--- src/rtl/mux_n2x1_gea0.sv ---
// Generic N-bit 2:1 multiplexer cell.
module mux_n2x1_gea0 #(
    parameter int WIDTH = 1
) (
    input  logic             sel,
    input  logic [WIDTH-1:0] i0,
    input  logic [WIDTH-1:0] i1,
    output logic [WIDTH-1:0] y
);
    assign y = sel ? i1 : i0;
endmodule

--- src/rtl/arb_rr2_gea0.sv ---
// Two-channel round-robin arbiter with a single-entry registered output.
// It also keeps a saturating grant counter for each source.
module arb_rr2_gea0 #(
    parameter int WIDTH = 1,
    parameter int CNTW  = 16
) (
    input  logic             clk,
    input  logic             rst_n,
    input  logic             req0_vld,
    input  logic [WIDTH-1:0] req0_data,
    output logic             req0_rdy,
    input  logic             req1_vld,
    input  logic [WIDTH-1:0] req1_data,
    output logic             req1_rdy,
    output logic             out_vld,
    output logic [WIDTH-1:0] out_data,
    output logic             out_src,
    input  logic             out_rdy,
    output logic             sel,
    input  logic             cnt_clr,
    output logic [CNTW-1:0]  gnt_cnt0,
    output logic [CNTW-1:0]  gnt_cnt1
);
    localparam logic [CNTW-1:0] CNT_MAX = {CNTW{1'b1}};

    logic             prio;      // channel that wins the next contested cycle
    logic             load_en;   // output slot is free or draining this cycle
    logic             gnt_vld;
    logic             gnt_idx;
    logic             both_vld;
    logic             xfer;
    logic [WIDTH-1:0] mux_data;

    // Grant decision, handshakes and the load enable for the output slot.
    always_comb begin
        // NOTE: every always_comb output gets a default first so that no path
        // leaves it unassigned, which would infer a latch.
        gnt_vld  = 1'b0;
        gnt_idx  = 1'b0;
        sel      = prio;
        req0_rdy = 1'b0;
        req1_rdy = 1'b0;

        both_vld = req0_vld & req1_vld;
        load_en  = ~out_vld | out_rdy;

        if (both_vld) begin
            gnt_vld = 1'b1;
            gnt_idx = prio;
        end else if (req0_vld) begin
            gnt_vld = 1'b1;
            gnt_idx = 1'b0;
        end else if (req1_vld) begin
            gnt_vld = 1'b1;
            gnt_idx = 1'b1;
        end

        if (gnt_vld) begin
            sel = gnt_idx;
        end

        // rst_n gates the handshakes so no transfer is offered during reset.
        req0_rdy = rst_n & load_en & req0_vld & ~gnt_idx;
        req1_rdy = rst_n & load_en & req1_vld &  gnt_idx;

        xfer = req0_rdy | req1_rdy;
    end

    // Winner data select through the shared mux cell.
    mux_n2x1_gea0 #(
        .WIDTH (WIDTH)
    ) u_data_mux (
        .sel (sel),
        .i0  (req0_data),
        .i1  (req1_data),
        .y   (mux_data)
    );

    // Output slot: a load replaces the entry, a drain alone clears the valid bit.
    always_ff @(posedge clk or negedge rst_n) begin
        // NOTE: sequential state uses non-blocking assignments so that every
        // register samples the values from before the edge.
        if (!rst_n) begin
            out_vld  <= 1'b0;
            out_data <= '0;
            out_src  <= 1'b0;
        end else if (xfer) begin
            out_vld  <= 1'b1;
            out_data <= mux_data;
            out_src  <= sel;
        end else if (out_rdy) begin
            out_vld  <= 1'b0;
        end
    end

    // Priority flips only when a contested transfer actually took place.
    always_ff @(posedge clk or negedge rst_n) begin
        if (!rst_n) begin
            prio <= 1'b0;
        end else if (xfer && both_vld) begin
            prio <= ~gnt_idx;
        end
    end

    // Saturating grant counters. A clear wins over a simultaneous increment.
    always_ff @(posedge clk or negedge rst_n) begin
        if (!rst_n) begin
            gnt_cnt0 <= '0;
            gnt_cnt1 <= '0;
        end else if (cnt_clr) begin
            gnt_cnt0 <= '0;
            gnt_cnt1 <= '0;
        end else begin
            if (req0_rdy && gnt_cnt0 != CNT_MAX) begin
                gnt_cnt0 <= gnt_cnt0 + 1'b1;
            end
            if (req1_rdy && gnt_cnt1 != CNT_MAX) begin
                gnt_cnt1 <= gnt_cnt1 + 1'b1;
            end
        end
    end
endmodule

--- config.mk ---
export PLATFORM = sky130hd
export DESIGN_NAME = arb_rr2_gea0
export DESIGN_NICKNAME = d
export VERILOG_FILES = /design/src/rtl/mux_n2x1_gea0.sv /design/src/rtl/arb_rr2_gea0.sv
export SDC_FILE = /design/constraint.sdc
export NUM_CORES = 1
export LEC_CHECK = 0
export CORE_MARGIN = 2
export CORE_UTILIZATION = 50
export CTS_CLUSTER_SIZE = 40
export DETAILED_ROUTE_END_ITERATION = 16
export GPL_TIMING_DRIVEN = 0
export PLACE_DENSITY = 0.9
export SETUP_SLACK_MARGIN = 0.4
export SLEW_MARGIN = 15
export SYNTH_ARGS = -nofsm -noshare
export SYNTH_HDL_FRONTEND = slang
export SYNTH_HIERARCHICAL = 1
export SYNTH_SLANG_ARGS = --single-unit
--- constraint.sdc ---
create_clock -name clk -period 5.85 [get_ports clk]
set_clock_uncertainty 0.15 [all_clocks]
set_input_delay 1.17 -clock clk [delete_from_list [all_inputs] [get_ports clk]]
set_output_delay 1.17 -clock clk [all_outputs]
set_load 0.05 [all_outputs]
* Word level (Yosys, flattened, before mapping) *
Index checks and enable logic that the tools add are counted.

operators by class
  add/sub/neg operators = 2
  eq/ne operators = 2
  muxes and demuxes = 13
  bitwise gates (word level) = 10
  reductions and logical operators = 6

operators by type and width
  cell                   count
  $mux 16                4
  $add 16x1->16 const B  2
  $ne 16x16->1 const B   2
  $mux 1                 9
  $and 1x1->1            6
  $reduce_bool 2->1      3
  $logic_and 1x1->1      3
  $not 1->1              2
  $or 1x1->1             2

word-level totals
  flip-flop bits (word level) = 36
  input port bits = 8
  output and inout bits = 38
  word-level logic and storage cells = 39

* Depth between registers and ports, before layout *
Gate-level depths: netlist of run 1.

  depth in word-level cells = 8
  mapped depth = 7
  mapped depth without buffers = 6

* By module *
Netlist of run 1, hierarchy kept.

modules (own cells, without submodules)
  module         instances  cells an instance  area an instance (sq um)  sequential area each (sq um)
  arb_rr2_gea0   1          208                1,999.4                   900.9
  mux_n2x1_gea0  1          1                  15.0                      0.0

* Worst setup path after synthesis of run 1 *
Ideal clock, no wire load.

  kind = input to output
  from = in req0_vld
  to = out sel
  arrival = 2,366 ps
  data required time = 4,530 ps
  path slack = 2,164 ps
  stages on the path = 1
  buffers on the path = 0
  cell sequence = o21ai_0

between the ends
  longest elaborated chain between the ends = 3
  elaborated cells on any way between the ends = 6
  those cells by class = mux: 5; bitwise: 1

ends and longest elaborated chain
  element                                RTL line                                text
  start, declared                        arb_rr2_gea0.sv:9                       input logic req0_vld,
  $mux 1 or $and 1x1->1 (tied branches)  arb_rr2_gea0.sv:50, arb_rr2_gea0.sv:44
  $mux 1                                 arb_rr2_gea0.sv:47                      if (both_vld) begin
  $mux 1 (*)                             arb_rr2_gea0.sv:58                      if (gnt_vld) begin
  end, declared                          arb_rr2_gea0.sv:19                      output logic sel,

Mark *: on every way between the ends. The rest lies on a longest branch, timed or not.

* Worst setup path after layout of run 1 *
  from = in out_rdy
  to = out req1_rdy

between the ends
  longest elaborated chain between the ends = 4

ends and longest elaborated chain
  element                    RTL line            text
  start, declared            arb_rr2_gea0.sv:18  input logic out_rdy,
  $or 1x1->1                 arb_rr2_gea0.sv:45  load_en = ~out_vld | out_rdy;
  $and 1x1->1 (3 in series)  arb_rr2_gea0.sv:64  req1_rdy = rst_n & load_en & req1_vld & gnt_idx;
  end, declared              arb_rr2_gea0.sv:14  output logic req1_rdy,

No other way between the ends.

==> results of run 1 <==
[sequential cells by signal (all words and copies together) (netlist names)]
| register | cells |
|---|---|
| gnt_cnt0 | 16 |
| gnt_cnt1 | 16 |
| out_src | 1 |
| out_data | 1 |
| prio | 1 |
| out_vld | 1 |
[critical path, cell delays in order]
cell,delay (ps)
sky130_fd_sc_hd__clkdlybuf4s50_1,460
sky130_fd_sc_hd__nand2b_1,220
sky130_fd_sc_hd__and4_1,230
sky130_fd_sc_hd__buf_2,200
sky130_fd_sc_hd__clkdlybuf4s50_1,840
[kinds of logic after synthesis]
family,share of synthesized area (%)
AO/OA/AOI/OAI,13.60
XOR/XNOR,7.392
adder cells (fa/ha/maj),1.242
buffers and inverters,3.416
flip-flops,44.72
multiplexers,3.354
AND/OR/NAND/NOR,26.27
[stage by stage]
stage,hold slack [ps],setup slack [ps],utilization [%]
2_1_floorplan,328.4,2165,-
3_3_place_gp,341.4,170.9,64.11
3_5_place_dp,351.6,1467,64.68
4_1_cts,366.9,1416,67.41
5_1_grt,386.5,1340,67.41
6_report,366.2,1416,67.41
[layer usage]
layer | vias up | track usage (%) | share of wire, %
met5 | - | 0 | 0
met4 | 0 | 9.694 | 0.51
met3 | 2 | 5.000 | 5.0
met2 | 58 | 37.13 | 51
met1 | 866 | 28.28 | 43
li1 | 875 | - | -
[synth_stat cells (all sizes together), types with 3 or more instances]
library cell / n
a21oi: 5
and2: 4
and3: 3
and4: 5
buf: 3
clkbuf: 5
dfrtp: 36
inv: 5
mux2: 3
mux2i: 3
nand2: 18
nand3: 12
nand4: 6
nor2: 24
nor3: 7
nor4: 6
o2111ai: 4
o211ai: 6
o21a: 4
o21ai: 6
or3: 4
or4: 4
xnor2: 8
xor2: 9
[worst max path at each step]
| stage | startpoint | endpoint | cells after the start |
|---|---|---|---|
| finish | out_rdy | req1_rdy | 5 |
| global route | out_rdy | req1_rdy | 5 |
| CTS | out_rdy | req1_rdy | 5 |
| detailed placement | out_rdy | req1_rdy | 5 |
| global placement | rst_n | req0_rdy | 5 |
| floorplan | req0_vld | sel | 1 |
[layout by cell type, fill, tap and decap left out, types with 2 or more instances in the layout]
master and n:
sky130_fd_sc_hd__clkbuf_1 5, sky130_fd_sc_hd__and3_1 2, sky130_fd_sc_hd__buf_6 2, sky130_fd_sc_hd__o2111ai_1 4, sky130_fd_sc_hd__o21a_1 4, sky130_fd_sc_hd__xor2_1 9, sky130_fd_sc_hd__nor3_1 7, sky130_fd_sc_hd__inv_1 5
sky130_fd_sc_hd__mux2_2 2, sky130_fd_sc_hd__or4_1 3, sky130_fd_sc_hd__nand3_1 11, sky130_fd_sc_hd__a21oi_1 5, sky130_fd_sc_hd__o21ai_0 5, sky130_fd_sc_hd__o211a_1 2, sky130_fd_sc_hd__nand2_1 18, sky130_fd_sc_hd__or2_2 2
sky130_fd_sc_hd__nand4_1 6, sky130_fd_sc_hd__nor2_1 24, sky130_fd_sc_hd__mux2i_1 3, sky130_fd_sc_hd__clkbuf_8 5, sky130_fd_sc_hd__clkdlybuf4s50_1 44, sky130_fd_sc_hd__nand2b_1 2, sky130_fd_sc_hd__dfrtp_1 36, sky130_fd_sc_hd__buf_2 2
sky130_fd_sc_hd__and4_1 5, sky130_fd_sc_hd__a211oi_1 2, sky130_fd_sc_hd__xnor2_1 8, sky130_fd_sc_hd__o31ai_1 2, sky130_fd_sc_hd__nor4_1 6, sky130_fd_sc_hd__and2_1 4, sky130_fd_sc_hd__o211ai_1 5, sky130_fd_sc_hd__or3_1 3
sky130_fd_sc_hd__ha_1 2
[cell type report]
cell class	count	area, um2
tap	50	62.56
clock buffer	6	72.57
fill	303	1285
multi-input combinational	160	1045
clock inverter	2	35.03
inverter	5	18.77
buffer	8	50.05
sequential	36	900.9
timing repair buffer	46	473.0
[report_power, final]
part           switching, uW  total, uW  internal (uW)  leakage [uW]
logic                   72.7        116           43.5      0.000521
clock network           90.6        217            127     0.0000552
registers               9.29        269            260      0.000493
==> results.ini, run 1 <==
[outcome]
status = completed

[route]
drc = 0
total_number_of_vias = 1801
number_of_drc_violations_after_detailed_routing_iteration_0 = 142
detail_route.wirelength_um = 4662
firstDrtPassIters = 4
drt-vias-per-instance = 5.754
routedWlPerCell_um = 14.89
ant_nets = 0

[floorplanning]
fp.coreArea_um2 = 3943
initial_utilization_pct = 51.09
floorplan.die.height_um = 67.48
dieArea_um2 = 4553
rows = 23
floorplan.io_pins = 46
die_width_um = 67.48

[clock_network]
cts_resized = 0
cts_tree = built
insertion_delay_ps = 290
cts-root-buf = sky130_fd_sc_hd__clkbuf_8
cts_buffers = 5
htree_num_levels = 2
path_clk_slew_ps = 70
cts_sinks = 36
cts_max_path_buffers = 2
ctsHoldBuffers = 0
post_cts_setup_buffer_count = 0

[critical_path]
critical_path.reg2reg.startpoint = gnt_cnt0[0]$_DFFE_PN0P_
launching_element_type_of_the_critical_path = input port
critical_path_arrival_ps = 3110
worstSetupEndpointType = primary output
worst-r2r-cell-count = 7
cp_max_fo = 7
critPathRequiredTime_ps = 4530
critical_path_class = input port to primary output
rrSetupSlack_ps = 3530
regToRegEndpoint = gnt_cnt0[1]$_DFFE_PN0P_

[sta]
slew_headroom_pct = 58.27
finalMaxSlewViolations = 0
final_report_hold_violation_count = 0
achievable-frequency_ghz = 0.2255
total_setup_violations_reported_at_the_end_of_the_flow = 0
setup_repair_after_global_routing_missed_its_margin = false
final.setup.tns_ps = 0
finalCriticalPeriod_ps = 4434
tightest_slew_ps = 620.2
post-route-period-util_pct = 75.79

[logic_synthesis]
mappedNetlistArea_um2 = 2014
yosys_most_used_dff = sky130_fd_sc_hd__dfrtp_1
syn_inst = 209
synth_edf_count = 0
postSynthRegisterBits = 36
netlist.top_cell.by_area = sky130_fd_sc_hd__dfrtp_1
cell_variety_after_synth = 46
synth_async_sr_flop_share_pct = 100.0
syn-num-nets = 219
area_share_of_the_largest_cell_type_after_synthesis_pct = 44.72
ys_seq_area_share_pct = 44.72
yosys_warnings = 6
synthesis.area_per_instance_um2 = 9.638
netlist_top_cells_area = sky130_fd_sc_hd__dfrtp_1 45%, sky130_fd_sc_hd__nor2_1 4.5%, sky130_fd_sc_hd__xor2_1 3.9%

[place]
post-place-cells = 305
gpl_congestion = 0.8752
dp.final_hpwl_um = 3394
post_dp_cell_area_um2 = 2550
buffer_ports.inserted = 45

[final_layout]
antenna_cells = 0
layout-area-overhead-vs-synth_pct = 31.93
nNetsFinal = 272
layout-drive-gt1-share_pct = 9.886
final-instance-count-excl-fill = 313
final_instance_area_um2 = 2658

[global_route]
grt_start_max_net_pins = 26
globalRouteOverflowTotal = 0
number_of_global_route_vias_before_repair = 1637
wire_length_of_the_first_global_routing_pass_um = 7617
track_usage_pct = 22.50
antenna_found_initial = 0

[hold_path]
worst_hold_path_type = flip-flop to flip-flop
holdPathStages = 1
worst_hold_startpoint = out_data$_DFFE_PN0P_
min_delay_worst_endpoint = out_data$_DFFE_PN0P_

[pwr]
irDropWorstVdd_mv = 0.2990
pwr_density_cell_nw_per_um2 = 226.6
report.power.total_uw = 602.2
leakage_uw = 0.001069

[run]
cap_viol_max_count = 0

Power figures use the tool's default switching activity.
==> run 2, diff against run 1 <==
Settings changed: CORE_UTILIZATION 50 to 45, PLACE_DENSITY 0.9 to 0.86.
Clock period 5.85 ns to 3.75 ns, I/O delays scaled along.
==> results.ini, run 2 (synthesized netlist as in run 1, its figures left out) <==
[clock_network]
cts_buffers = 5  ; unchanged
ctsHoldBuffers = 0  ; unchanged
cts_sinks = 36  ; unchanged
htree_num_levels = 2  ; unchanged
insertion_delay_ps = 300  ; was 290 ps
path_clk_slew_ps = 80  ; was 70 ps
cts-root-buf = sky130_fd_sc_hd__clkbuf_8  ; unchanged
cts_tree = built  ; unchanged
post_cts_setup_buffer_count = 0  ; unchanged
cts_max_path_buffers = 2  ; unchanged

[floorplanning]
rows = 24  ; was 23
initial_utilization_pct = 46.59  ; was 51.09%
floorplan.io_pins = 46  ; unchanged
floorplan.die.height_um = 70.91  ; was 67.48 um
fp.coreArea_um2 = 4324  ; was 3943 um2
die_width_um = 70.91  ; was 67.48 um
dieArea_um2 = 5028  ; was 4553 um2

[critical_path]
cp_max_fo = 25  ; was 7
critical_path_arrival_ps = 2170  ; was 3110 ps
critical_path_class = input port to primary output  ; unchanged
launching_element_type_of_the_critical_path = input port  ; unchanged
worstSetupEndpointType = primary output  ; unchanged
critPathRequiredTime_ps = 2850  ; was 4530 ps

[place]
gpl_congestion = 0.9026  ; was 0.8752
dp.final_hpwl_um = 3567  ; was 3394 um
buffer_ports.inserted = 45  ; unchanged

[pwr]
leakage_uw = 0.001075  ; was 0.001069 uW
pwr_density_cell_nw_per_um2 = 339.4  ; was 226.6 nW/um2
irDropWorstVdd_mv = 0.2018  ; was 0.2990 mV

[final_layout]
nNetsFinal = 272  ; unchanged
mostFrequentLayoutCell = sky130_fd_sc_hd__clkdlybuf4s50_1  ; unchanged
layout.core_utilization_pct = 61.00  ; was 67.41%
largest_registers = gnt_cnt0 (16), gnt_cnt1 (16)  ; unchanged
layout-area-overhead-vs-synth_pct = 30.93  ; was 31.93%
most_used_cells_in_the_layout_excluding_fill_and_tap_cells = 41 x sky130_fd_sc_hd__clkdlybuf4s50_1, 36 x sky130_fd_sc_hd__dfrtp_1, 24 x sky130_fd_sc_hd__nor2_1  ; was 44 x sky130_fd_sc_hd__clkdlybuf4s50_1, 36 x sky130_fd_sc_hd__dfrtp_1, 24 x sky130_fd_sc_hd__nor2_1
antenna_cells = 0  ; unchanged
layout-drive-gt1-share_pct = 11.03  ; was 9.886%

[route]
total_number_of_vias = 1863  ; was 1801
number_of_drc_violations_after_detailed_routing_iteration_0 = 148  ; was 142
drc = 0  ; unchanged
detail_route.wirelength_um = 4900  ; was 4662 um
firstDrtPassIters = 4  ; unchanged
routedWlPerCell_um = 15.56  ; was 14.89 um
ant_nets = 0  ; unchanged
drt-vias-per-instance = 5.914  ; was 5.754

[sta]
achievable-frequency_ghz = 0.3257
slew_headroom_pct = 60.73  ; was 58.27%
post-route-period-util_pct = 81.88
setup_repair_after_global_routing_missed_its_margin = false  ; unchanged
tightest_slew_ps = 583.7  ; was 620.2 ps
finalCriticalPeriod_ps = 3070
finalMaxSlewViolations = 0  ; unchanged
final.setup.tns_ps = 0  ; unchanged
total_setup_violations_reported_at_the_end_of_the_flow = 0  ; unchanged
final_report_hold_violation_count = 0  ; unchanged

[run]
cap_viol_max_count = 0  ; unchanged

[outcome]
status = completed  ; unchanged

[hold_path]
worst_hold_path_type = input port to asynchronous set/reset pin  ; was flip-flop to flip-flop

[global_route]
grt_start_max_net_pins = 26  ; unchanged
wire_length_of_the_first_global_routing_pass_um = 8473  ; was 7617 um
globalRouteOverflowTotal = 0  ; unchanged
antenna_found_initial = 0  ; unchanged
number_of_global_route_vias_before_repair = 1760  ; was 1637
track_usage_pct = 21.46  ; was 22.50%

==> run 2: cell count changes in the layout (fill, tap and decap cells not counted), sizes merged <==
cell | before | now
bufinv | 1 | 0
clkbuf | 11 | 13
clkdlybuf4s50 | 44 | 41
clkinv | 1 | 2
dlymetal6s2s | 0 | 1
==> run 2: cell type report <==
cell class | count | area [um2]
Fill cell | 399 | 1687
Multi-Input combinational cell | 160 | 1045
Sequential cell | 36 | 900.9
Timing Repair Buffer | 46 | 465.4
Clock buffer | 6 | 82.58
Tap cell | 52 | 65.06
Buffer | 8 | 50.05
Inverter | 5 | 18.77
Clock inverter | 2 | 10.01
==> run 2: worst paths after layout <==
check | from | endpoint | slack [ps] | cells past startpoint
max in group asynchronous | rst_n | gnt_cnt0[14]$_DFFE_PN0P_ | 2760 | 2
worst min register to register | out_data$_DFFE_PN0P_ | out_data$_DFFE_PN0P_ | 360 | 1
worst max register to register | gnt_cnt0[0]$_DFFE_PN0P_ | gnt_cnt0[1]$_DFFE_PN0P_ | 1440 | 7
min in group clk | out_data$_DFFE_PN0P_ | out_data$_DFFE_PN0P_ | 360 | 1
worst max-delay path | rst_n | req0_rdy | 680 | 6
worst min-delay path | rst_n | gnt_cnt0[2]$_DFFE_PN0P_ | 230 | 1
==> run 2: power breakdown <==
part	switching [uW]	internal (uW)	total [uW]
Clock	150	147	296
Combinational	114	65.6	179
Sequential	14.6	405	420
==> run 2: critical path: stages <==
cell,delay [ps]
sky130_fd_sc_hd__buf_2,360
sky130_fd_sc_hd__buf_16,220
sky130_fd_sc_hd__and2_1,180
sky130_fd_sc_hd__and3_2,170
sky130_fd_sc_hd__clkbuf_4,180
sky130_fd_sc_hd__clkbuf_2,290
==> run 2: timing repair <==
action	4_1_cts	5_1_grt
endpoints found under the setup margin	2	3
cloned	0	0
gates resized for setup	2	5
pin swaps	0	0
==> run 2: per-layer routing <==
layer  vias up  track usage [%]  part of all wire (%)
li1        872                -                     -
met1       897            29.04                    44
met2        83            32.92                    47
met3        11            6.125                   7.3
met4         0            7.966                   1.7
met5         -                0                     0
==> run 2: stage by stage <==
| step | setup WS [ps] | power (uW) | hold WS (ps) | instance area [um2] | instances |
|---|---|---|---|---|---|
| 5_1_grt | 553.3 | 934.9 | 249.6 | 2638 | 315 |
| 6_report | 679.6 | 895.2 | 226.0 | 2638 | 315 |
| 3_5_place_dp | 125.9 | 610.3 | 346.9 | 2552 | 307 |
| 3_3_place_gp | -1082 | 602.0 | 345.7 | 2530 | 306 |
| 2_1_floorplan | 904.5 | 541.3 | 304.4 | 2014 | 209 |
| 4_1_cts | 397.1 | 904.4 | 233.5 | 2643 | 315 |
==> run 3, diff against run 2 <==
Clock period 3.75 ns to 2.8 ns, I/O delays scaled along.
==> results.ini, run 3 (synthesized netlist as in run 1, its figures left out) <==
[outcome]
status = completed  ; unchanged

[route]
route.met3.wl_um = 348  ; was 360 um
drc = 0  ; unchanged
route.top_layer_used = met4  ; unchanged
ant_nets = 0  ; unchanged
routedWlPerCell_um = 15.10  ; was 15.56 um
met2_length_um = 2256  ; was 2316 um
total_number_of_vias = 1831  ; was 1863
drt-vias-per-instance = 5.794  ; was 5.914
detail_route.wirelength.met1_um = 2069  ; was 2139 um
detail_route.wirelength_um = 4772  ; was 4900 um
number_of_drc_violations_after_detailed_routing_iteration_0 = 177  ; was 148
firstDrtPassIters = 4  ; unchanged

[clock_network]
htree_num_levels = 2  ; unchanged
path_clk_slew_ps = 70  ; was 80 ps
cts_max_path_buffers = 2  ; unchanged
post_cts_setup_buffer_count = 0  ; unchanged
cts_buffers = 5  ; unchanged
cts_sinks = 36  ; unchanged
cts_tree = built  ; unchanged
insertion_delay_ps = 290  ; was 300 ps
cts-root-buf = sky130_fd_sc_hd__clkbuf_8  ; unchanged

[sta]
finalCriticalPeriod_ps = 2366
achievable-frequency_ghz = 0.4227
final_report_hold_violation_count = 0  ; unchanged
finalMaxSlewViolations = 0  ; unchanged
finalHoldWorstSlack_ps = 24.31  ; was 226.0 ps
tightest_slew_ps = 711.1  ; was 583.7 ps
slew_headroom_pct = 52.43  ; was 60.73%
total_setup_violations_reported_at_the_end_of_the_flow = 0  ; unchanged
post-route-period-util_pct = 84.49
setup_repair_after_global_routing_missed_its_margin = true  ; was false

[place]
buffer_ports.inserted = 45  ; unchanged
dp.final_hpwl_um = 3474  ; was 3567 um
post-place-cells = 307  ; unchanged
gpl_congestion = 0.9351  ; was 0.9026
post_dp_cell_area_um2 = 2555  ; was 2552 um2

[critical_path]
worstPathCellList = clkdlybuf4s50_1 -> nand2b_4 -> and4_1 -> buf_6 -> buf_8  ; was buf_2 -> buf_16 -> and2_1 -> and3_2 -> clkbuf_4 -> clkbuf_2
crit_path_max_incr_delay_ps = 450  ; was 360 ps
critical_path.slowest_cell = sky130_fd_sc_hd__clkdlybuf4s50_1  ; was sky130_fd_sc_hd__buf_2
critical_path_arrival_ps = 1660  ; was 2170 ps
cp_max_fo = 7  ; was 25
critical_path_class = input port to primary output  ; unchanged
worstSetupEndpointType = primary output  ; unchanged
launching_element_type_of_the_critical_path = input port  ; unchanged
critPathRequiredTime_ps = 2090  ; was 2850 ps

[global_route]
track_usage_pct = 20.11  ; was 21.46%
globalRouteOverflowTotal = 0  ; unchanged
number_of_global_route_vias_before_repair = 1737  ; was 1760
grt_start_max_net_pins = 26  ; unchanged
wire_length_of_the_first_global_routing_pass_um = 8066  ; was 8473 um
antenna_found_initial = 0  ; unchanged

[final_layout]
layout-area-overhead-vs-synth_pct = 33.23  ; was 30.93%
antenna_cells = 0  ; unchanged
layout-drive-gt1-share_pct = 12.50  ; was 11.03%
fillcell_total = 386  ; was 399
nNetsFinal = 273  ; was 272
final-instance-count-excl-fill = 316  ; was 315
mostFrequentLayoutCell = sky130_fd_sc_hd__clkdlybuf4s50_1  ; unchanged
layout.core_utilization_pct = 62.07  ; was 61.00%
multiInputGateArea_um2 = 1057  ; was 1045 um2
most_used_cells_in_the_layout_excluding_fill_and_tap_cells = 39 x sky130_fd_sc_hd__clkdlybuf4s50_1, 34 x sky130_fd_sc_hd__dfrtp_1, 24 x sky130_fd_sc_hd__nor2_1  ; was 41 x sky130_fd_sc_hd__clkdlybuf4s50_1, 36 x sky130_fd_sc_hd__dfrtp_1, 24 x sky130_fd_sc_hd__nor2_1
register_area_um2 = 903.4  ; was 900.9 um2
largest_registers = gnt_cnt0 (16), gnt_cnt1 (16)  ; unchanged
final_instance_area_um2 = 2684  ; was 2638 um2

[floorplanning]
dieArea_um2 = 5028  ; unchanged
initial_utilization_pct = 46.59  ; unchanged
floorplan.die.height_um = 70.91  ; unchanged
rows = 24  ; unchanged
floorplan.io_pins = 46  ; unchanged
die_width_um = 70.91  ; unchanged
fp.coreArea_um2 = 4324  ; unchanged

[pwr]
leakage_uw = 0.001077  ; was 0.001075 uW
intPower_uw = 816.0  ; was 617.2 uW
pwr-share-seq_pct = 48.0  ; was 46.9%
power_frac_clock_pct = 30.6  ; was 33.1%
irDropWorstVdd_mv = 0.2356  ; was 0.2018 mV
report.power.total_uw = 1177  ; was 895.2 uW
netSwitchingFraction_pct = 30.68  ; was 31.06%
power.share.combinational_pct = 21.4  ; was 20.0%
netSwitchingPower_uw = 361.2  ; was 278.0 uW
pwr_density_cell_nw_per_um2 = 438.6  ; was 339.4 nW/um2

[hold_path]
worst_hold_path_type = input port to asynchronous set/reset pin  ; unchanged

[run]
cap_viol_max_count = 0  ; unchanged

[run 3: through the flow]
step           setup TNS [ps]  setup WS [ps]
2_1_floorplan               0          508.1
3_3_place_gp           -32940          -1665
3_5_place_dp           -955.4         -458.7
4_1_cts                     0          408.7
5_1_grt                     0          363.3
6_report                    0          434.4
[run 3: routing by layer]
layer  global-route usage, %  up-vias
li1                        -      874
met1                   26.06      867
met2                   33.13       76
met3                   4.701       14
met4                   7.128        0
met5                       0        -
[run 3: worst paths after layout]
kind / start / to / slack (ps) / depth (start not counted)
min reg2reg: out_data$_DFFE_PN0P_ / out_data$_DFFE_PN0P_ / 370 / 1
min: rst_n / gnt_cnt0[11]$_DFFE_PN0P_ / 20 / 2
max: out_rdy / req1_rdy / 430 / 5
max in group asynchronous: rst_n / gnt_cnt0[0]$_DFFE_PN0P_ / 1290 / 2
min in group clk: out_data$_DFFE_PN0P_ / out_data$_DFFE_PN0P_ / 370 / 1
max reg2reg: gnt_cnt0[0]$_DFFE_PN0P_ / gnt_cnt0[1]$_DFFE_PN0P_ / 570 / 7
[run 3: final cells by class]
| class | instances | area share, % |
|---|---|---|
| well taps | 52 | 2.424 |
| flip-flops and latches | 36 | 33.66 |
| clock inverters | 1 | 0.1865 |
| repair buffers | 47 | 18.55 |
| inverters | 5 | 0.6993 |
| multi-input cells | 160 | 39.39 |
| clock buffers | 7 | 2.844 |
| plain buffers | 8 | 2.238 |
[run 3: power by group through the flow]
stage,sequential (uW),combinational [uW],clock (uW)
global route,567,270,384
global placement,572,236,0
finish,565,252,360
CTS,564,250,369
floorplan,623,102,0
detailed placement,573,245,0
[run 3: repair_timing]
item	4_1_cts	5_1_grt
pin swaps	0	0
hold buffers	1	0
gates resized for setup	26	5
endpoints found under the setup margin	6	4
cloned	0	0
endpoints found under the hold margin	16	0
[run 3: critical path: cells and delay by family]
kind	cells	cell delay (ps)
buffers and inverters	3	740
AND/OR/NAND/NOR	2	360
